==> src/rtl/adc_spi_pkg.sv <==
// Shared types and constants for the ADC SPI sampler.
package adc_spi_pkg;

  typedef enum logic [1:0] {
    IDLE  = 2'd0,
    SETUP = 2'd1,
    SHIFT = 2'd2
  } adc_spi_state_t;

  localparam int OVR_CNT_W = 16;

  // Counter width for a modulus n, never narrower than one bit.
  function automatic int cnt_w(input int n);
    return (n > 1) ? $clog2(n) : 1;
  endfunction

endpackage

==> src/rtl/adc_sample_timer.sv <==
// Enable-gated sample-period counter; tick is a registered one-cycle pulse
// so the first tick lands SAMPLE_PERIOD cycles after en is first sampled.
module adc_sample_timer
  import adc_spi_pkg::*;
#(
  parameter int SAMPLE_PERIOD = 80
) (
  input  logic clk,
  input  logic rst_n,
  input  logic en,
  output logic tick
);

  localparam int TW = cnt_w(SAMPLE_PERIOD);

  logic [TW-1:0] timer;

  always_ff @(posedge clk) begin
    if (!rst_n) begin
      timer <= '0;
      tick  <= 1'b0;
    end else begin
      tick <= 1'b0;
      if (!en) begin
        timer <= '0;
      end else if (timer == TW'(SAMPLE_PERIOD - 1)) begin
        timer <= '0;
        tick  <= 1'b1;
      end else begin
        timer <= timer + 1'b1;
      end
    end
  end

endmodule

==> src/rtl/adc_spi_sampler.sv <==
// Periodic SPI-master front end for the beacon ADC with a valid/ready sample
// output. Optional ADC_SPI_OVERRUN_CNT_EN adds a saturating overrun counter.
module adc_spi_sampler
  import adc_spi_pkg::*;
#(
  parameter int SCLK_DIV      = 4,
  parameter int FRAME_BITS    = 16,
  parameter int SAMPLE_BITS   = 12,
  parameter int SAMPLE_PERIOD = 80
) (
  input  logic                   clk,
  input  logic                   rst_n,
  input  logic                   en,
  output logic                   adc_cs_n,
  output logic                   adc_sclk,
  input  logic                   adc_miso,
  output logic [SAMPLE_BITS-1:0] sample_data,
  output logic                   sample_valid,
  input  logic                   sample_ready,
  output logic                   overrun
`ifdef ADC_SPI_OVERRUN_CNT_EN
  ,
  output logic [OVR_CNT_W-1:0]   overrun_count
`endif
);

  localparam int H     = SCLK_DIV / 2;
  localparam int PH_W  = cnt_w(H);
  localparam int BIT_W = cnt_w(FRAME_BITS);

  if (SCLK_DIV < 2 || (SCLK_DIV % 2) != 0) begin : g_bad_div
    $error("adc_spi_sampler: SCLK_DIV must be even and >= 2");
  end
  if (SAMPLE_BITS < 1 || SAMPLE_BITS > FRAME_BITS) begin : g_bad_bits
    $error("adc_spi_sampler: SAMPLE_BITS must be in 1..FRAME_BITS");
  end
  if (SAMPLE_PERIOD < H + FRAME_BITS * SCLK_DIV + 2) begin : g_bad_period
    $error("adc_spi_sampler: SAMPLE_PERIOD too short for one frame");
  end

  adc_spi_state_t         state;
  logic [PH_W-1:0]        ph;
  logic [BIT_W-1:0]       bit_idx;
  logic [SAMPLE_BITS-1:0] shreg;
  logic                   tick;
  logic                   ph_last;
  logic                   frame_done;

  adc_sample_timer #(.SAMPLE_PERIOD(SAMPLE_PERIOD)) u_timer (
    .clk   (clk),
    .rst_n (rst_n),
    .en    (en),
    .tick  (tick)
  );

  assign ph_last    = (ph == PH_W'(H - 1));
  // Last high phase of the last bit: cs_n releases on the same edge.
  assign frame_done = (state == SHIFT) && ph_last && adc_sclk &&
                      (bit_idx == BIT_W'(FRAME_BITS - 1));

  always_ff @(posedge clk) begin
    if (!rst_n) begin
      state    <= IDLE;
      ph       <= '0;
      bit_idx  <= '0;
      shreg    <= '0;
      adc_cs_n <= 1'b1;
      adc_sclk <= 1'b1;
    end else begin
      case (state)
        IDLE: begin
          adc_cs_n <= 1'b1;
          adc_sclk <= 1'b1;
          if (tick) begin
            state    <= SETUP;
            adc_cs_n <= 1'b0;
            ph       <= '0;
          end
        end
        SETUP: begin
          if (ph_last) begin
            state    <= SHIFT;
            ph       <= '0;
            bit_idx  <= '0;
            adc_sclk <= 1'b0;
          end else begin
            ph <= ph + 1'b1;
          end
        end
        SHIFT: begin
          if (!ph_last) begin
            ph <= ph + 1'b1;
          end else begin
            ph <= '0;
            if (!adc_sclk) begin
              // Rising SCLK edge: the ADC has held this bit for a full low phase.
              adc_sclk <= 1'b1;
              shreg    <= (shreg << 1) | SAMPLE_BITS'(adc_miso);
            end else if (frame_done) begin
              state    <= IDLE;
              adc_cs_n <= 1'b1;
            end else begin
              adc_sclk <= 1'b0;
              bit_idx  <= bit_idx + 1'b1;
            end
          end
        end
        default: begin
          state    <= IDLE;
          adc_cs_n <= 1'b1;
          adc_sclk <= 1'b1;
        end
      endcase
    end
  end

  always_ff @(posedge clk) begin
    if (!rst_n) begin
      sample_data  <= '0;
      sample_valid <= 1'b0;
      overrun      <= 1'b0;
    end else begin
      overrun <= 1'b0;
      if (frame_done) begin
        // A same-cycle accept frees the slot, so the new sample still lands.
        if (!sample_valid || sample_ready) begin
          sample_data  <= shreg;
          sample_valid <= 1'b1;
        end else begin
          overrun <= 1'b1;
        end
      end else if (sample_valid && sample_ready) begin
        sample_valid <= 1'b0;
      end
    end
  end

`ifdef ADC_SPI_OVERRUN_CNT_EN
  always_ff @(posedge clk) begin
    if (!rst_n) begin
      overrun_count <= '0;
    end else if (overrun && (overrun_count != '1)) begin
      overrun_count <= overrun_count + 1'b1;
    end
  end
`endif

endmodule

==> config.mk <==
export PLATFORM = sky130hd
export DESIGN_NAME = adc_spi_sampler
export DESIGN_NICKNAME = d
export VERILOG_FILES = /design/src/rtl/adc_spi_pkg.sv /design/src/rtl/adc_sample_timer.sv /design/src/rtl/adc_spi_sampler.sv
export SDC_FILE = /design/constraint.sdc
export NUM_CORES = 1
export LEC_CHECK = 0
export CELL_PAD_IN_SITES_DETAIL_PLACEMENT = 1
export CELL_PAD_IN_SITES_GLOBAL_PLACEMENT = 1
export CORE_AREA = 5 5 71 73
export DETAILED_ROUTE_END_ITERATION = 16
export DIE_AREA = 0 0 76 78
export PLACE_DENSITY = 0.88
export SLEW_MARGIN = 20
export SYNTH_ARGS = -nofsm -noshare
export SYNTH_HDL_FRONTEND = slang
export SYNTH_SLANG_ARGS = --single-unit
==> constraint.sdc <==
create_clock -name clk -period 3.1 [get_ports clk]
set_clock_uncertainty 0.05 [all_clocks]
set_input_delay 0.93 -clock clk [delete_from_list [all_inputs] [get_ports clk]]
set_output_delay 0.93 -clock clk [all_outputs]
set_load 0.1 [all_outputs]
== Yosys cells after proc, flatten, opt, wreduce, memory -nomap -nowiden ==
Cells that the tools add are included.

* Register bits after elaboration: 43
* Output and inout bits: 16
* Logic and storage cells: 81

* Add/subtract/negate cells: 3
* Equality and inequality tests: 11
* Mux-type cells: 29
* Bitwise logic cells: 5
* Reduce and logical (&&, ||, !) cells: 22

{| class="wikitable"
|+ Operator list
! cell !! count
|-
| 4-bit 2-to-1 mux || 4
|-
| 1-bit 2-to-1 mux || 15
|-
| 12-bit by 1-bit OR with 12-bit output || 1
|-
| 2-bit AND reduction || 6
|-
| 2-bit 2-to-1 mux || 5
|-
| 2-bit inequality test (second input constant) || 5
|-
| 5-bit AND reduction || 2
|-
| 4-bit one-hot mux with 2 select lines || 1
|-
| 7-bit by 1-bit adder with 7-bit output (second input constant) || 1
|-
| 7-bit equality test (second input constant) || 1
|-
| 2-bit one-hot mux with 3 select lines || 1
|-
| 2-bit nonzero test || 3
|-
| 4-bit by 1-bit adder with 4-bit output (second input constant) || 1
|-
| 4-bit equality test (second input constant) || 1
|-
| 1-bit logical AND || 4
|-
| 2-bit by 1-bit inequality test with 1-bit output (second input constant) || 2
|-
| 1-bit NOT || 4
|-
| 1-bit one-hot mux with 2 select lines || 2
|-
| 4-bit AND reduction || 1
|-
| 1-bit one-hot mux with 3 select lines || 1
|-
| 3-bit AND reduction || 1
|-
| 3-bit OR reduction || 1
|-
| 2-bit by 1-bit equality test with 1-bit output (second input constant) || 1
|-
| 2-bit equality test (second input constant) || 1
|-
| other kinds (5) || 5
|}

== Depth between registers and ports, before layout ==
* Depth after elaboration: 8
* Depth in mapped cells: 8

== Cells and area by module ==
From an unflattened synthesis, not the netlist that was laid out.

* Cells, all modules: 202
* Area total of the unflattened synthesis: 1856.8 µm²

{| class="wikitable"
|+ Modules (own cells, without submodules)
! module !! instances !! cells an instance !! area an instance (µm²) !! seq. area each (µm²)
|-
| adc_spi_sampler || 1 || 167 || 1534.0 || 700.7
|-
| adc_sample_timer || 1 || 35 || 322.8 || 160.2
|}

== Worst setup path before layout ==
Ideal clock, no wire load.

* Kind: flip-flop to flip-flop
* Start point: register adc_sclk
* End point: register sample_data[10]
* Library setup time: 0.123 ns
* Arrival: 1.925 ns
* Data required time: 2.927 ns
* Path slack: 1.002 ns
* Stages on the path, launching flop included: 5
* Buffers on the path: 1
* Cell sequence: dfxtp_1 > nand4_4 > nor3_4 > clkbuf_2 > o21ai_0

* Cells in the longest elaborated chain, start to end: 3

{| class="wikitable"
|+ Ends and longest elaborated chain
! element !! line !! RTL
|-
| start: declaration || adc_spi_sampler.sv:15 || <nowiki>output logic adc_sclk,</nowiki>
|-
| start signal: assignment || adc_spi_sampler.sv:68 || <nowiki>adc_sclk <= 1'b1;</nowiki>
|-
| start signal: assignment || adc_spi_sampler.sv:73 || <nowiki>adc_sclk <= 1'b1;</nowiki>
|-
| start signal: assignment || adc_spi_sampler.sv:85 || <nowiki>adc_sclk <= 1'b0;</nowiki>
|-
| 1-bit logical AND (2 in series) || adc_spi_sampler.sv:58 || <nowiki>assign frame_done = (state == SHIFT) && ph_last && adc_sclk &&</nowiki>
|-
| 2-bit AND reduction (no line) || n/a ||
|-
| end signal: assignment || adc_spi_sampler.sv:127 || <nowiki>sample_data <= shreg;</nowiki>
|-
| end: declaration || adc_spi_sampler.sv:17 || <nowiki>output logic [SAMPLE_BITS-1:0] sample_data,</nowiki>
|}

Every way passes these cells.
A chain may end at the register's enable or synchronous reset.

== Final worst setup path ==
* Start point: register state[0]
* End point: register shreg[5]

* Cells in the longest elaborated chain, start to end: 2

{| class="wikitable"
|+ Ends and longest elaborated chain
! element !! line !! RTL
|-
| start: declaration || adc_spi_sampler.sv:41 || <nowiki>adc_spi_state_t state;</nowiki>
|-
| start signal: assignment || adc_spi_sampler.sv:63 || <nowiki>state <= IDLE;</nowiki>
|-
| start signal: assignment || adc_spi_sampler.sv:75 || <nowiki>state <= SETUP;</nowiki>
|-
| start signal: assignment || adc_spi_sampler.sv:82 || <nowiki>state <= SHIFT;</nowiki>
|-
| 2-bit equality test || adc_spi_sampler.sv:70 || <nowiki>case (state)</nowiki>
|-
| 3-bit AND reduction (no line) || n/a ||
|-
| end signal: assignment || adc_spi_sampler.sv:98 || <nowiki>shreg <= (shreg << 1) | SAMPLE_BITS'(adc_miso);</nowiki>
|-
| end: declaration || adc_spi_sampler.sv:44 || <nowiki>logic [SAMPLE_BITS-1:0] shreg;</nowiki>
|}

Every way passes these cells.

==> impl_metrics.yaml <==
power_and_ir_drop:
  power.leakage_nw: 0.777
  power_density_mw_per_mm2: 500
  p_clk_share_pct: 38.4
  p_sw_share_pct: 21.7
  netSwitchingPower_mw: 0.232
  seqPwrFrac_pct: 52.8
  comb_power_share_pct: 8.8
  ir_drop_v: 0.000254
  p_int_mw: 0.838
global_routing:
  grt_max_degree: 45
  grt_use_met1_pct: 15.2
  grt_pass1_wl_um: 6310
  antenna_found_initial: 0
  grt_pass1_vias: 1389
  track_usage_pct: 13.0
  grt_overflow_total: 0
  use_met2_pct: 21.5
  grt_use_met3_pct: 4.63
  busiest_layer: "met2"
cts:
  clk_latency_ns: 0.29
  clock_sinks: 43
  postCtsSetupRepairBufs: 0
  htree_levels: 2
  numCtsBuffers: 5
  cts.clk_slew.worst_paths_ns: 0.07
  clockBufferDepth: 2
  clock-root-buffer: "clkbuf_8"
  ctsResizeCount: 0
  cts_tree: "yes"
  holdBufCountCts: 0
final_layout:
  fin_util_pct: 49.8
  ff_latch_area_um2: 861
  antenna_cells: 0
  syn_to_final_growth_pct: 15.3
  drive_above_1_share_pct: 12.6
  design_area_mm2: 0.00214
  nFillCells: 526
  fin_nets: 243
  multi_input_area_um2: 905
place:
  place_area_mm2: 0.00204
  io_buffer_count: 20
  post-place-ws_ns: 0.752
  gp_congestion: 0.735
  place_hpwl_um: 2680
sta:
  fin_ws_ns: 0.982
  fmax_mhz: 472
  rsz0062_at_grt: "false"
  min_period_over_period_pct: 68.3
  relSlewSlack_pct: 47.0
  fin_crit_ns: 2.12
  finalSetupTns_ns: 0
  finalHoldViolations: 0
  setup_viol_count_final: 0
  tightest_slew_ns: 0.792
  slew_violations: 0
synthesis:
  synth_top_area_share_pct: 46.4
  synth_common_cells: "nand2_1 (47), dfxtp_1 (43), nand3_1 (21)"
  synth.largest_area_cell: "dfxtp_1"
  synth_seq_area_share_pct: 46.4
  synth-async-reset-ratio_pct: 0
  yosysMostFrequentCell: "nand2_1"
  syn_nets: 226
  syn-mean-instance-area_um2: 8.67
  ys_warn_count: 0
  syn_area_mm2: 0.00186
  synth_cell_type_count: 33
  synth.top_cells.by_area: "dfxtp_1 (46%), nand2_1 (9.5%), nand3_1 (5.7%)"
  synth_flop_cell: "dfxtp_1"
  syn_inst: 214
  synth-edff-count: 0
  synth_seq_cells: 43
detailed_routing:
  routed_wl_um: 3670
  route.antenna.remaining_nets: 0
  vias: 1469
  wl_per_cell_um: 13.0
  drc_errors: 0
  post_drt_via_cell_ratio: 5.19
  first_iter_violations: 86
  drtPass1Iterations: 4
floorplan:
  coreArea_mm2: 0.00429
  die_area_mm2: 0.00593
  die_w_um: 76
  rows: 24
  initial_core_util_pct: 43.2
  die_h_um: 78
  io_pins: 21
setup_path:
  cp_max_fo: 12
  reg2regPathDepth: 6
  worstReg2RegStart: "state[0]"
  cp-start-kind: "flip-flop"
  timing.critical_path.to: "shreg[5]"
  crit_required_ns: 3.25
  crit_arrival_ns: 2.26
  r2r_end: "shreg[5]"
  reg2reg_slack_ns: 0.98
  critPathKind: "reg -> reg"
  cp-end-kind: "flip-flop"
  cp-startpoint: "state[0]"
run:
  max-cap-violations: 0
outcome:
  status: "completed"
hold_path:
  worst_hold_path_type: "reg -> reg"
[cells by family after synthesis]
kind of cell | count (synthesis) | synth area share, %
mux | 5 | 2.97
simple gates | 99 | 25.5
flops | 43 | 46.4
buf+inv | 17 | 4.85
xor+xnor | 4 | 1.89
fa+ha+maj | 7 | 4.72
compound gates | 39 | 13.7
[power groups by stage]
stage | clock [mW] | sequential, mW | combinational (mW)
6_report | 0.411 | 0.565 | 0.0944
5_1_grt | 0.464 | 0.566 | 0.105
4_1_cts | 0.431 | 0.565 | 0.0963
3_5_place_dp | 0 | 0.578 | 0.0946
3_3_place_gp | 0 | 0.577 | 0.0910
2_1_floorplan | 0 | 0.576 | 0.0744
[registers in the layout, indices dropped and copies added, names as in the netlist]
register       count
state              2
u_timer.timer      7
ph                 1
adc_sclk           1
bit_idx            4
sample_data       12
overrun            1
sample_valid       1
u_timer.tick       1
shreg             12
adc_cs_n           1
[cell usage in the layout, fill, tap and decap left out, drive strengths merged, types with 2 or more instances in the layout]
cell	n
and3	3
o21a	2
or3	2
dfxtp	43
o21ai	18
a21boi	13
xnor2	3
mux2i	4
a21oi	2
nor2	13
clkbuf	6
inv	5
clkdlybuf4s50	4
nand3	21
nand4	3
nand2	48
ha	7
nor3	2
buf	18
nand2b	4
[worst max-delay path, cell delays in order, from the launching register on]
cell and delay [ns]:
dfxtp_1 0.35, inv_1 0.12, ha_1 0.36, nand2_4 0.13, nor2_1 0.64, nand2_1 0.13, a21boi_0 0.25
[routing by layer]
layer,vias to the layer above,share of wire (%)
met1,689,45
met5,-,0
met3,7,4.4
li1,753,-
met2,20,49
met4,0,1.9
[worst min path at each step]
| stage | from | endpoint | slack [ns] | cells after the start |
|---|---|---|---|---|
| detailed placement | u_timer.timer[0] | u_timer.timer[0] | 0.38 | 1 |
| global route | u_timer.timer[0] | u_timer.timer[0] | 0.43 | 1 |
| global placement | u_timer.timer[0] | u_timer.timer[0] | 0.38 | 1 |
| floorplan | u_timer.timer[0] | u_timer.timer[0] | 0.36 | 1 |
| finish | u_timer.timer[0] | u_timer.timer[0] | 0.39 | 1 |
| CTS | u_timer.timer[0] | u_timer.timer[0] | 0.40 | 1 |
[per-stage QoR]
step,power [mW],instances,hold slack (ns)
CTS,1.09,283,0.397
finish,1.07,283,0.392
detailed placement,0.673,276,0.382
global route,1.13,283,0.426
global placement,0.668,276,0.378
floorplan,0.650,214,0.363
[layout make-up]
cell class / instances / share of cell area [%]
multi-input combinational: 154 / 42.3
sequential: 43 / 40.2
timing repair buffer: 22 / 8.77
clock buffer: 6 / 3.39
tap: 52 / 3.04
clock inverter: 1 / 1.40
inverter: 5 / 0.877
(Power assumes the default switching activity.)
==> edit: new RTL, same flow settings <==
`SAMPLE_PERIOD` is set to 80 in 2 places; all go to 120.
--- a/src/rtl/adc_sample_timer.sv
+++ b/src/rtl/adc_sample_timer.sv
@@ -3,7 +3,7 @@
 module adc_sample_timer
   import adc_spi_pkg::*;
 #(
-  parameter int SAMPLE_PERIOD = 80
+  parameter int SAMPLE_PERIOD = 120
 ) (
   input  logic clk,
   input  logic rst_n,
--- a/src/rtl/adc_spi_sampler.sv
+++ b/src/rtl/adc_spi_sampler.sv
@@ -6,7 +6,7 @@
   parameter int SCLK_DIV      = 4,
   parameter int FRAME_BITS    = 16,
   parameter int SAMPLE_BITS   = 12,
-  parameter int SAMPLE_PERIOD = 80
+  parameter int SAMPLE_PERIOD = 120
 ) (
   input  logic                   clk,
   input  logic                   rst_n,
Formal check against the unedited RTL: same outputs for any inputs over 10 cycles, from zero or initial values and one cycle with rst_n low; that may be too few to reach the edited logic, so the function may still have changed.
==> edit against the original RTL <==
  * Cell count fell by 1.1%
  * Global-route usage fell by 0.72 points
  * Sequential cell count did not move
  * Synthesized area barely moved
  * Count of clock-buffer cells in the layout did not move
  * Utilization rose by 0.85 points
  * Hold slack improved by 0.011 ns
  * Worst setup slack improved by 0.027 ns
  * Final area rose by 1.7%
  * Total power rose by 7.8%
  * Routed wire length fell by 5.6%
  * Synthesized cell count fell by 2.3%
  * Register-to-register slack improved by 0.20 ns
  * Critical endpoint is now adc_sclk
==> edit: results (changes against the original RTL) <==
status: completed
leakage power: 0.000833 uW (+7.1%)
post-place setup slack: 0.787 ns (+0.0352 ns)
met2 wire length: 1540 um (-14%)
ratio of cells with drive above 1 in the final layout: 0.171 (+0.0455)
post-synthesis cell type count: 37 (+12%)
DRT iter0 DRCs: 61 (-29%)
GRT Util Overall: 0.123 (-0.00716)
met1 wire length: 1710 um (+4.1%)
vias in the first global route: 1373 (-1.2%)
VDD IR max: 0.268 mV (+5.5%)
HPWL after DPL: 2430 um (-9.3%)
Post-DP Area: 0.00204 sq mm (+0.31%)
Worst Hold Class: reg2reg
fillers: 514 (-2.3%)
first-pass GRT wire length: 6020 um (-4.6%)
pin count of the biggest net entering global routing: 46 (+2.2%)
Final Routed Wirelength: 3460 um (-5.6%)
maximum fanout along the worst path: 6 (-6)
sequential fraction of the synthesis area: 0.464 (about the same)
vias per inst: 5.05 (-2.8%)
critical path's slowest cell: dfxtp_1
global placement routability congestion: 0.703 (-4.4%)
Synth area leaders: dfxtp_1 46%, nand2_1 9.7%, nand3_1 4.9%
critical path arrival: 1.11 ns (-1.15 ns)
CP max stage delay: 0.47 ns (-0.17 ns)
syn nets: 221 (-2.2%)
## edit: routing by layer
| layer | track usage | vias up |
|---|---|---|
| met5 | 0 | - |
| li1 | - | 740 |
| met2 | 0.202 | 17 |
| met1 | 0.144 | 650 |
| met3 | 0.0428 | 6 |
| met4 | 0.0534 | 0 |
## edit: worst paths after layout
path	slack [ns]	startpoint	to	depth (start not counted)
setup / recovery	1.01	adc_sclk$_SDFFE_PN1N_	adc_sclk	1
hold / removal	0.40	u_timer.timer[0]$_SDFF_PP0_	u_timer.timer[0]$_SDFF_PP0_	1
setup reg to reg	1.18	state[0]$_SDFFE_PN0P_	shreg[3]$_SDFFE_PN0P_	6
hold reg to reg	0.40	u_timer.timer[0]$_SDFF_PP0_	u_timer.timer[0]$_SDFF_PP0_	1
## edit: logic make-up after synthesis
family          synth area share
compound gates             0.138
fa+ha+maj                 0.0472
xor+xnor                  0.0189
mux                       0.0276
simple gates               0.261
flops                      0.464
buf+inv                   0.0438
## edit: layout make-up
type / count / area share
tap: 52 / 0.0299
multi-input combinational: 151 / 0.420
inverter: 4 / 0.00690
clock inverter: 2 / 0.0276
timing repair buffer: 22 / 0.0863
sequential: 43 / 0.396
clock buffer: 6 / 0.0334
## edit: per-stage QoR
| stage | utilization | power, uW | cells |
|---|---|---|---|
| after floorplan | - | 642 | 209 |
| after global placement | 0.476 | 660 | 272 |
| after detailed placement | 0.476 | 663 | 272 |
| after CTS | 0.507 | 1170 | 280 |
| after global routing | 0.507 | 1210 | 280 |
| final | 0.507 | 1150 | 280 |
## edit: power by group
group / internal, uW / total (uW) / switching, uW
Sequential: 558 / 564 / 6.43
Combinational: 39.3 / 83.6 / 44.3
Clock: 322 / 506 / 184
